**src/rtl/button_bank_if.sv**
```systemverilog
// Button bank signal bundle: raw pins in, filtered levels and event pulses out.
// The controller side uses master, the button_bank instance uses slave.
interface button_bank_if #(
  parameter int N_CH = 4
);
  logic [N_CH-1:0] noisy;
  logic [N_CH-1:0] debounced;
  logic [N_CH-1:0] p_edge;
  logic [N_CH-1:0] n_edge;
  logic [N_CH-1:0] _edge;
  logic [N_CH-1:0] long_press;
  logic [N_CH-1:0] held;
  logic [N_CH-1:0] repeat_tick;
  logic            any_pressed;

  modport master (
    output noisy,
    input  debounced, p_edge, n_edge, _edge, long_press, held, repeat_tick, any_pressed
  );

  modport slave (
    input  noisy,
    output debounced, p_edge, n_edge, _edge, long_press, held, repeat_tick, any_pressed
  );
endinterface

```
**src/rtl/button_bank.sv**
```systemverilog
// N_CH-channel button conditioner: synchroniser, debounce filter, press/release pulses,
// long-press detection and auto-repeat ticks per channel.
module button_bank #(
  parameter int              N_CH          = 4,
  parameter int              STABLE_CYCLES = 2_000_000,
  parameter int              LONG_CYCLES   = 100_000_000,
  parameter int              REPEAT_CYCLES = 20_000_000,
  parameter logic [N_CH-1:0] ACTIVE_LOW    = '0
) (
  input  logic         clk,
  input  logic         rst_n,
  button_bank_if.slave bus
);

  localparam int DEB_W  = $clog2(STABLE_CYCLES + 1);
  localparam int HOLD_W = $clog2(LONG_CYCLES + 1);
  localparam int REP_W  = (REPEAT_CYCLES < 2) ? 1 : $clog2(REPEAT_CYCLES + 1);

  localparam logic [DEB_W-1:0]  DEB_LAST  = DEB_W'(STABLE_CYCLES - 1);
  localparam logic [HOLD_W-1:0] HOLD_LAST = HOLD_W'(LONG_CYCLES - 1);
  localparam logic [REP_W-1:0]  REP_LAST  = REP_W'((REPEAT_CYCLES == 0) ? 0 : REPEAT_CYCLES - 1);

  typedef enum logic [1:0] {
    ST_IDLE,
    ST_PRESSED,
    ST_HELD
  } state_t;

  logic [N_CH-1:0] deb_v;
  logic [N_CH-1:0] pe_v;
  logic [N_CH-1:0] ne_v;
  logic [N_CH-1:0] long_v;
  logic [N_CH-1:0] held_v;
  logic [N_CH-1:0] tick_v;

  for (genvar gi = 0; gi < N_CH; gi++) begin : g_ch
    logic              sync1_q;
    logic              sync2_q;
    logic              deb_q;
    logic              pe_q;
    logic              ne_q;
    logic              long_q;
    logic              held_q;
    logic              tick_q;
    logic [DEB_W-1:0]  deb_cnt_q;
    logic [HOLD_W-1:0] hold_cnt_q;
    logic [REP_W-1:0]  rep_cnt_q;
    state_t            state_q;
    logic              raw_s;
    logic              flip_d;

    // Polarity is corrected after the synchroniser so the flops idle at the pin's rest level.
    assign raw_s  = sync2_q ^ ACTIVE_LOW[gi];
    assign flip_d = (raw_s != deb_q) && (deb_cnt_q == DEB_LAST);

    always_ff @(posedge clk or negedge rst_n) begin
      if (!rst_n) begin
        sync1_q <= ACTIVE_LOW[gi];
        sync2_q <= ACTIVE_LOW[gi];
      end else begin
        sync1_q <= bus.noisy[gi];
        sync2_q <= sync1_q;
      end
    end

    always_ff @(posedge clk or negedge rst_n) begin
      if (!rst_n) begin
        deb_q     <= 1'b0;
        deb_cnt_q <= '0;
        pe_q      <= 1'b0;
        ne_q      <= 1'b0;
      end else begin
        pe_q <= flip_d & ~deb_q;
        ne_q <= flip_d & deb_q;
        if (raw_s == deb_q) begin
          deb_cnt_q <= '0;
        end else if (flip_d) begin
          deb_q     <= ~deb_q;
          deb_cnt_q <= '0;
        end else begin
          deb_cnt_q <= deb_cnt_q + 1'b1;
        end
      end
    end

    // Release overrides every state so held drops in the same cycle n_edge shows.
    always_ff @(posedge clk or negedge rst_n) begin
      if (!rst_n) begin
        state_q    <= ST_IDLE;
        hold_cnt_q <= '0;
        rep_cnt_q  <= '0;
        long_q     <= 1'b0;
        held_q     <= 1'b0;
        tick_q     <= 1'b0;
      end else begin
        long_q <= 1'b0;
        tick_q <= 1'b0;
        if (flip_d && deb_q) begin
          state_q    <= ST_IDLE;
          hold_cnt_q <= '0;
          rep_cnt_q  <= '0;
          held_q     <= 1'b0;
        end else begin
          case (state_q)
            ST_IDLE: begin
              if (flip_d) begin
                state_q    <= ST_PRESSED;
                hold_cnt_q <= '0;
              end
            end
            ST_PRESSED: begin
              if (hold_cnt_q == HOLD_LAST) begin
                state_q   <= ST_HELD;
                long_q    <= 1'b1;
                held_q    <= 1'b1;
                rep_cnt_q <= '0;
              end else begin
                hold_cnt_q <= hold_cnt_q + 1'b1;
              end
            end
            ST_HELD: begin
              if (REPEAT_CYCLES != 0) begin
                if (rep_cnt_q == REP_LAST) begin
                  tick_q    <= 1'b1;
                  rep_cnt_q <= '0;
                end else begin
                  rep_cnt_q <= rep_cnt_q + 1'b1;
                end
              end
            end
            default: state_q <= ST_IDLE;
          endcase
        end
      end
    end

    assign deb_v[gi]  = deb_q;
    assign pe_v[gi]   = pe_q;
    assign ne_v[gi]   = ne_q;
    assign long_v[gi] = long_q;
    assign held_v[gi] = held_q;
    assign tick_v[gi] = tick_q;
  end

  assign bus.debounced   = deb_v;
  assign bus.p_edge      = pe_v;
  assign bus.n_edge      = ne_v;
  assign bus._edge       = pe_v | ne_v;
  assign bus.long_press  = long_v;
  assign bus.held        = held_v;
  assign bus.repeat_tick = tick_v;
  assign bus.any_pressed = |deb_v;

endmodule
```
**src/flat_wrapper.sv**
```systemverilog
// flat-port wrapper written by rule: the top's interface ports become plain ports
module button_bank_flat 
#(
  parameter int              N_CH          = 4,
  parameter int              STABLE_CYCLES = 2_000_000,
  parameter int              LONG_CYCLES   = 100_000_000,
  parameter int              REPEAT_CYCLES = 20_000_000,
  parameter logic [N_CH-1:0] ACTIVE_LOW    = '0
)
  (clk, rst_n, bus_noisy, bus_debounced, bus_p_edge, bus_n_edge, bus__edge, bus_long_press, bus_held, bus_repeat_tick, bus_any_pressed);
  button_bank_if #(.N_CH(N_CH)) bus_i ();
  input  logic clk;
  input  logic rst_n;
  input wire logic [$bits(bus_i.noisy)-1:0] bus_noisy;
  output wire logic [$bits(bus_i.debounced)-1:0] bus_debounced;
  output wire logic [$bits(bus_i.p_edge)-1:0] bus_p_edge;
  output wire logic [$bits(bus_i.n_edge)-1:0] bus_n_edge;
  output wire logic [$bits(bus_i._edge)-1:0] bus__edge;
  output wire logic [$bits(bus_i.long_press)-1:0] bus_long_press;
  output wire logic [$bits(bus_i.held)-1:0] bus_held;
  output wire logic [$bits(bus_i.repeat_tick)-1:0] bus_repeat_tick;
  output wire logic [$bits(bus_i.any_pressed)-1:0] bus_any_pressed;
  assign bus_i.noisy = bus_noisy;
  assign bus_debounced = bus_i.debounced;
  assign bus_p_edge = bus_i.p_edge;
  assign bus_n_edge = bus_i.n_edge;
  assign bus__edge = bus_i._edge;
  assign bus_long_press = bus_i.long_press;
  assign bus_held = bus_i.held;
  assign bus_repeat_tick = bus_i.repeat_tick;
  assign bus_any_pressed = bus_i.any_pressed;
  button_bank #(.N_CH(N_CH), .STABLE_CYCLES(STABLE_CYCLES), .LONG_CYCLES(LONG_CYCLES), .REPEAT_CYCLES(REPEAT_CYCLES), .ACTIVE_LOW(ACTIVE_LOW)) u_core (.clk(clk), .rst_n(rst_n), .bus(bus_i));
endmodule
```
**config.mk**
```make
export PLATFORM = sky130hd
export DESIGN_NAME = button_bank_flat
export DESIGN_NICKNAME = d
export VERILOG_FILES = /design/src/rtl/button_bank_if.sv /design/src/rtl/button_bank.sv /design/src/flat_wrapper.sv
export SDC_FILE = /design/constraint.sdc
export NUM_CORES = 1
export LEC_CHECK = 0
export BUFFER_PORTS_ARGS = -buffer_cell sky130_fd_sc_hd__buf_4
export CAP_MARGIN = 10
export CORE_MARGIN = 4
export CORE_UTILIZATION = 55
export CTS_BUF_LIST = sky130_fd_sc_hd__clkbuf_16
export CTS_CLUSTER_DIAMETER = 60
export CTS_CLUSTER_SIZE = 14
export DETAILED_ROUTE_END_ITERATION = 8
export HOLD_SLACK_MARGIN = 0.06
export PLACE_DENSITY_LB_ADDON = 0.15
export SYNTH_ARGS = -nofsm -noshare
export SYNTH_HDL_FRONTEND = slang
export SYNTH_SLANG_ARGS = --single-unit
```
**constraint.sdc**
```tcl
create_clock -name clk -period 2.95 [get_ports clk]
set_input_delay 0 -clock clk [delete_from_list [all_inputs] [get_ports clk]]
set_output_delay 0 -clock clk [all_outputs]
set_load 0.02 [all_outputs]
```
======== After elaboration in Yosys (flattened, before gate mapping) ========
Cells that the tools add are included.
storage, ports and cells
  flip-flop bits (word level) ............. 332
  bits in latches ......................... 0
  RAM bits ................................ 0
  memory bits (read-only) ................. 0
  input bits .............................. 6
  output and inout bits ................... 29
  logic and storage cells ................. 262
  memories kept ........................... 0
cells by class
  add/sub/neg operators ................... 12
  multipliers ............................. 0
  div/mod/pow operators ................... 0
  $lt $le $gt $ge ......................... 0
  equal/unequal tests ..................... 44
  shift-type cells ........................ 0
  mux-type cells .......................... 92
  bitwise gates (word level) .............. 17
  reductions and logical operators ........ 49
operators by type and width
  cell                                                                    number
  27-bit 2-to-1 mux                                                       12
  25-bit 2-to-1 mux                                                       12
  27-bit case mux with 2 select lines                                     4
  25-bit case mux with 2 select lines                                     4
  21-bit 2-to-1 mux                                                       8
  27-bit by 1-bit adder with 27-bit output (second input constant)        4
  27-bit equality test (second input constant)                            4
  25-bit by 1-bit adder with 25-bit output (second input constant)        4
  25-bit equality test (second input constant)                            4
  21-bit by 1-bit adder with 21-bit output (second input constant)        4
  21-bit equality test (second input constant)                            4
  1-bit 2-to-1 mux                                                        36
  2-bit 2-to-1 mux                                                        12
  3-bit by 1-bit != test with 1-bit output (second input constant)        8
  2-bit case mux with 3 select lines                                      4
  2-bit AND reduction                                                     12
  3-bit AND reduction                                                     8
  3-bit nonzero test                                                      8
  2-bit nonzero test                                                      8
  3-bit by 2-bit != test with 1-bit output (second input constant)        4
  1-bit bitwise AND                                                       8
  2-bit by 1-bit equality test with 1-bit output (second input constant)  4
  2-bit equality test (second input constant)                             4
  1-bit logical AND                                                       8
  7 further kinds                                                         26

======== Longest topological paths before layout ========
  depth after elaboration ................. 5
  depth in mapped cells ................... 10
  depth with buffers taken out ............ 8

======== Worst setup path before layout ========
No wires, ideal clock.
  kind .................................... register -> register
  start ................................... reg u_core.g_ch[3].deb_cnt_q[14]
  end ..................................... reg u_core.g_ch[3].rep_cnt_q[8]
  setup time .............................. 0.126 ns
  data arrival time ....................... 2.295 ns
  data required time ...................... 2.824 ns
  setup slack ............................. 0.529 ns
  stages on the path, launching flop included .. 8
  buffers on the path ..................... 1
  clock period less this slack ............ 2.421 ns
  cells stage by stage .................... dfrtp_1 -> or4_1 -> or4_1 -> o21ai_1 -> buf_4 -> nor2_1 -> and3_1 -> a221o_1
on the way
  word-level cells in the longest chain between the ends .. 5
  elaborated cells between the ends (all ways) .. 7
  classes of those cells .................. 2 x eq/ne; 1 x mux; 4 x reduce/logical
ends and longest elaborated chain
  item                                                                                             RTL line            text
  start, declared                                                                                  button_bank.sv:45   logic [DEB_W-1:0] deb_cnt_q;
  start signal, assigned                                                                           button_bank.sv:81   deb_cnt_q <= deb_cnt_q + 1'b1;
  21-bit equality test (*)                                                                         button_bank.sv:54   assign flip_d = (raw_s != deb_q) && (deb_cnt_q == DEB_LAST);
  1-bit logical AND (*)                                                                            button_bank.sv:54
  1-bit logical AND (*)                                                                            button_bank.sv:98   if (flip_d && deb_q) begin
  3-bit by 1-bit != test with 1-bit output (no line) / 3-bit nonzero test (equally long branches)  --
  2-bit AND reduction (no line)                                                                    --
  end signal, assigned                                                                             button_bank.sv:127  rep_cnt_q <= rep_cnt_q + 1'b1;
  end, declared                                                                                    button_bank.sv:47   logic [REP_W-1:0] rep_cnt_q;
Every way passes the cells marked *; elsewhere a longest branch is shown, timed or not.
A chain may end at the register's enable or synchronous reset.

======== Worst setup path in the final report ========
  start ................................... reg u_core.g_ch[2].deb_cnt_q[8]
  end ..................................... reg u_core.g_ch[2].rep_cnt_q[14]
on the way
  word-level cells in the longest chain between the ends .. 5
  elaborated cells between the ends (all ways) .. 7
  classes of those cells .................. 2 x eq/ne; 1 x mux; 4 x reduce/logical
ends and longest elaborated chain
  item                                                                                             RTL line
  start, declared                                                                                  button_bank.sv:45
  start signal, assigned                                                                           button_bank.sv:81
  21-bit equality test (*)                                                                         button_bank.sv:54
  1-bit logical AND (*)                                                                            button_bank.sv:54
  1-bit logical AND (*)                                                                            button_bank.sv:98
  3-bit by 1-bit != test with 1-bit output (no line) / 3-bit nonzero test (equally long branches)  --
  2-bit AND reduction (no line)                                                                    --
  end signal, assigned                                                                             button_bank.sv:127
  end, declared                                                                                    button_bank.sv:47
Marked as above.

==> metrics.txt <==
status=finished clean; hold path startpoint=bus_noisy[3]; Critical Path AT=3.15 ns; final WL=39700 µm; most numerous cell in the Yosys netlist=dfrtp_1; Die ar.=35900 µm²; Setup Fix Bufs, Post-CTS=0; vias in the first global route=14700; HPWL after DPL=26600 µm; root buffer selected by CTS=clkbuf_16; Max FO, Critical Path=27; final hold vios=0; Cells after Synth=2036; Num CTS Buffers=34; initial antenna violation count=0; post-synthesis instance area=18100 µm²; Worst R2R End=u_core.g_ch[2].rep_cnt_q[14]; Logic pwr share=1.7%; part of the power in registers=51.2%; post-layout util=61.6%; H-tree levels=2; Worst-Margin Slew=1.07 ns; setup tns final=0 ns; largest net degree at the start of global routing=91; syn_area_per_cell=8.89 µm²; # IOs=35; synth top area cells=dfrtp_1 (46%), o21ai_0 (6.1%), nor2_1 (4.6%); reg2reg path depth=7; row cnt=66; die height=189 µm; crit end category=register; clock tree buffer depth=3; count of pins over their slew limit=0; Internal Power=7.03 mW; power share of the clock group=47.0%; maximum vdd drop=476 µV; CTS tree=done; Hold Crit Depth=2; switching share of power=21.5%; Die Width=189 µm; Clock Pin Slew Worst Setup and Hold Paths=0.06 ns; RSZ-0062 raised after global routing=no; final setup violation count=0; Worst slew margin=28.1%; total power=8.95 mW; Max Fclk=0.370 GHz; number of flops mapped to enable cells by yosys=0; worst hold slack=0.133 ns; CP Launch Point=u_core.g_ch[2].deb_cnt_q[8]; Net Count, Synth=2066; async set-or-reset flop fraction in the synthesized netlist=100%; Worst R2R Start=u_core.g_ch[2].deb_cnt_q[8]; port buffer count=34; drt pass-1 iters=7; critical path class=reg -> reg; Finished Layout Cells=2525; ant diodes=0; area delta synth->final=10.7%; worst clock skew=0.0135 ns; Final Critical Period=2.70 ns; Worst Hold End=u_core.g_ch[3].sync1_q; area share of the largest cell type after synthesis=45.9%; synth warn=0; count of placed standard cells including taps=2463; crit share post-route=91.7%; #FFs+latches synth=332; ys flop type=dfrtp_1; Starting Density=55.6%; startpoint types=register; RD Place Congestion=0.869; Nets=2094; top cells by count, synth=dfrtp_1 (332), nor2_1 (223), o21ai_0 (219), nand2_1 (140), nand3_1 (140); clk_lat worst skew=0.52 ns; first-pass GRT wire length=69500 µm; GR Util All Layers=22.2%; WL per Instance=15.7 µm; Worst Hold Class=in -> reg; largest area contributor in the netlist=dfrtp_1; CP required=3.40 ns; leakage power=8.36 nW; Reg2Reg Setup Slack=0.25 ns; Core ar.=32500 µm²; Remaining DRCs=0; Power Density=447 nW/µm²; via count=15200; Num Clock Sinks=332; max capacitance violation total=0; DR iter-0 viols=1083; Via density=6.02; share of post-route cells with drive strength above 1=8.79%; Seq/Total Area, Yosys=45.9%; Distinct cells, synth=73; antenna-violating nets left=0; net switching power=1.93 mW; GRT overflow=0
==> cell type report <==
class	count	area (µm²)
Sequential cell	332	8310
Clock inverter	20	190
Timing Repair Buffer	95	776
Inverter	58	218
Fill cell	2805	12500
Tap cell	442	553
Clock buffer	35	876
Multi-Input combinational cell	1543	9110
==> through the flow <==
stage / setup WS, ns / area, µm²
after floorplan: 0.529 / 18100
after global placement: 0.317 / 18900
after detailed placement: 0.202 / 18900
after CTS: 0.210 / 20000
after global routing: 0.0394 / 20000
final: 0.246 / 20000
==> routing by layer <==
metal / global-route usage [%] / routed length, µm / share of wire, % / vias to the layer above
li1: - / - / - / 7466
met1: 31.5 / 19100 / 48 / 7407
met2: 36.3 / 18500 / 47 / 272
met3: 2.78 / 1280 / 3.2 / 59
met4: 6.23 / 817 / 2.1 / 0
met5: 0 / 0 / 0 / -
==> kinds of logic (layout without fill, tap and decap cells) <==
group / after synthesis / after routing / synth area share, %
AOI/OAI and AO/OA: 466 / 466 / 15.1
DFF: 332 / 332 / 45.9
and+or+nand+nor: 955 / 955 / 28.4
muxes: 12 / 12 / 0.671
adders and majority gates: 24 / 24 / 1.66
buffers and inverters: 161 / 208 / 4.04
xor gates and xnor gates: 86 / 86 / 4.16
==> flip-flops by register name (all words and copies together), names as in the netlist, 8 cells and up <==
name / flops
u_core.g_ch.hold_cnt_q: 108
u_core.g_ch.rep_cnt_q: 100
u_core.g_ch.state_q: 8
u_core.g_ch.deb_cnt_q: 84
==> cells in the final DEF, fill, tap and decap left out, types with 7 or more instances in the layout <==
cell type,count
xor2_1,48
and4_1,16
or2_2,18
nor4_2,7
a21o_1,14
dfrtp_1,332
or3_1,35
o41ai_1,7
a31oi_1,18
nor2b_1,17
mux2i_1,11
o21ai_1,8
o31ai_1,32
nor2_1,222
dlygate4sd3_1,7
o21ai_0,219
nor4bb_1,9
a22o_1,8
nand3b_1,12
nand4_1,71
or4_1,24
buf_4,84
nor3_1,67
a21oi_1,99
a211oi_1,18
and2_1,20
inv_1,61
nor4b_1,18
nand2_1,140
nor4_1,27
clkbuf_16,35
and3_1,70
nand3_1,140
xnor2_1,38
ha_1,24
nand4b_1,13
==> power groups by stage <==
stage	clock network (mW)	registers, mW	logic (mW)
2_1_floorplan	0	4.67	0.0363
3_3_place_gp	0	4.67	0.157
3_5_place_dp	0	4.67	0.158
4_1_cts	4.33	4.59	0.167
5_1_grt	4.52	4.59	0.186
6_report	4.21	4.59	0.157
==> critical path, stage by stage (launching register included) <==
cell	delay, ns
dfrtp_1	0.44
nor4b_1	0.56
nand2_1	0.22
nor4_4	0.39
a21oi_1	0.08
buf_4	0.23
nor2_1	0.45
a32o_1	0.25
==> worst max path at each step <==
stage               cells past startpoint                      endpoint
floorplan                               7   u_core.g_ch[3].rep_cnt_q[8]
global placement                        7  u_core.g_ch[3].rep_cnt_q[17]
detailed placement                      7   u_core.g_ch[2].rep_cnt_q[6]
CTS                                     7   u_core.g_ch[2].rep_cnt_q[6]
global route                            7  u_core.g_ch[0].rep_cnt_q[22]
finish                                  7  u_core.g_ch[2].rep_cnt_q[14]
==> what timing repair did <==
action | CTS | global route
endpoints found under the hold margin | 336 | 0
setup endpoints to repair | 0 | 1
hold buffers | 7 | 0
gates resized for setup | 0 | 1
Note: power is estimated with default switching activity, not from simulation.
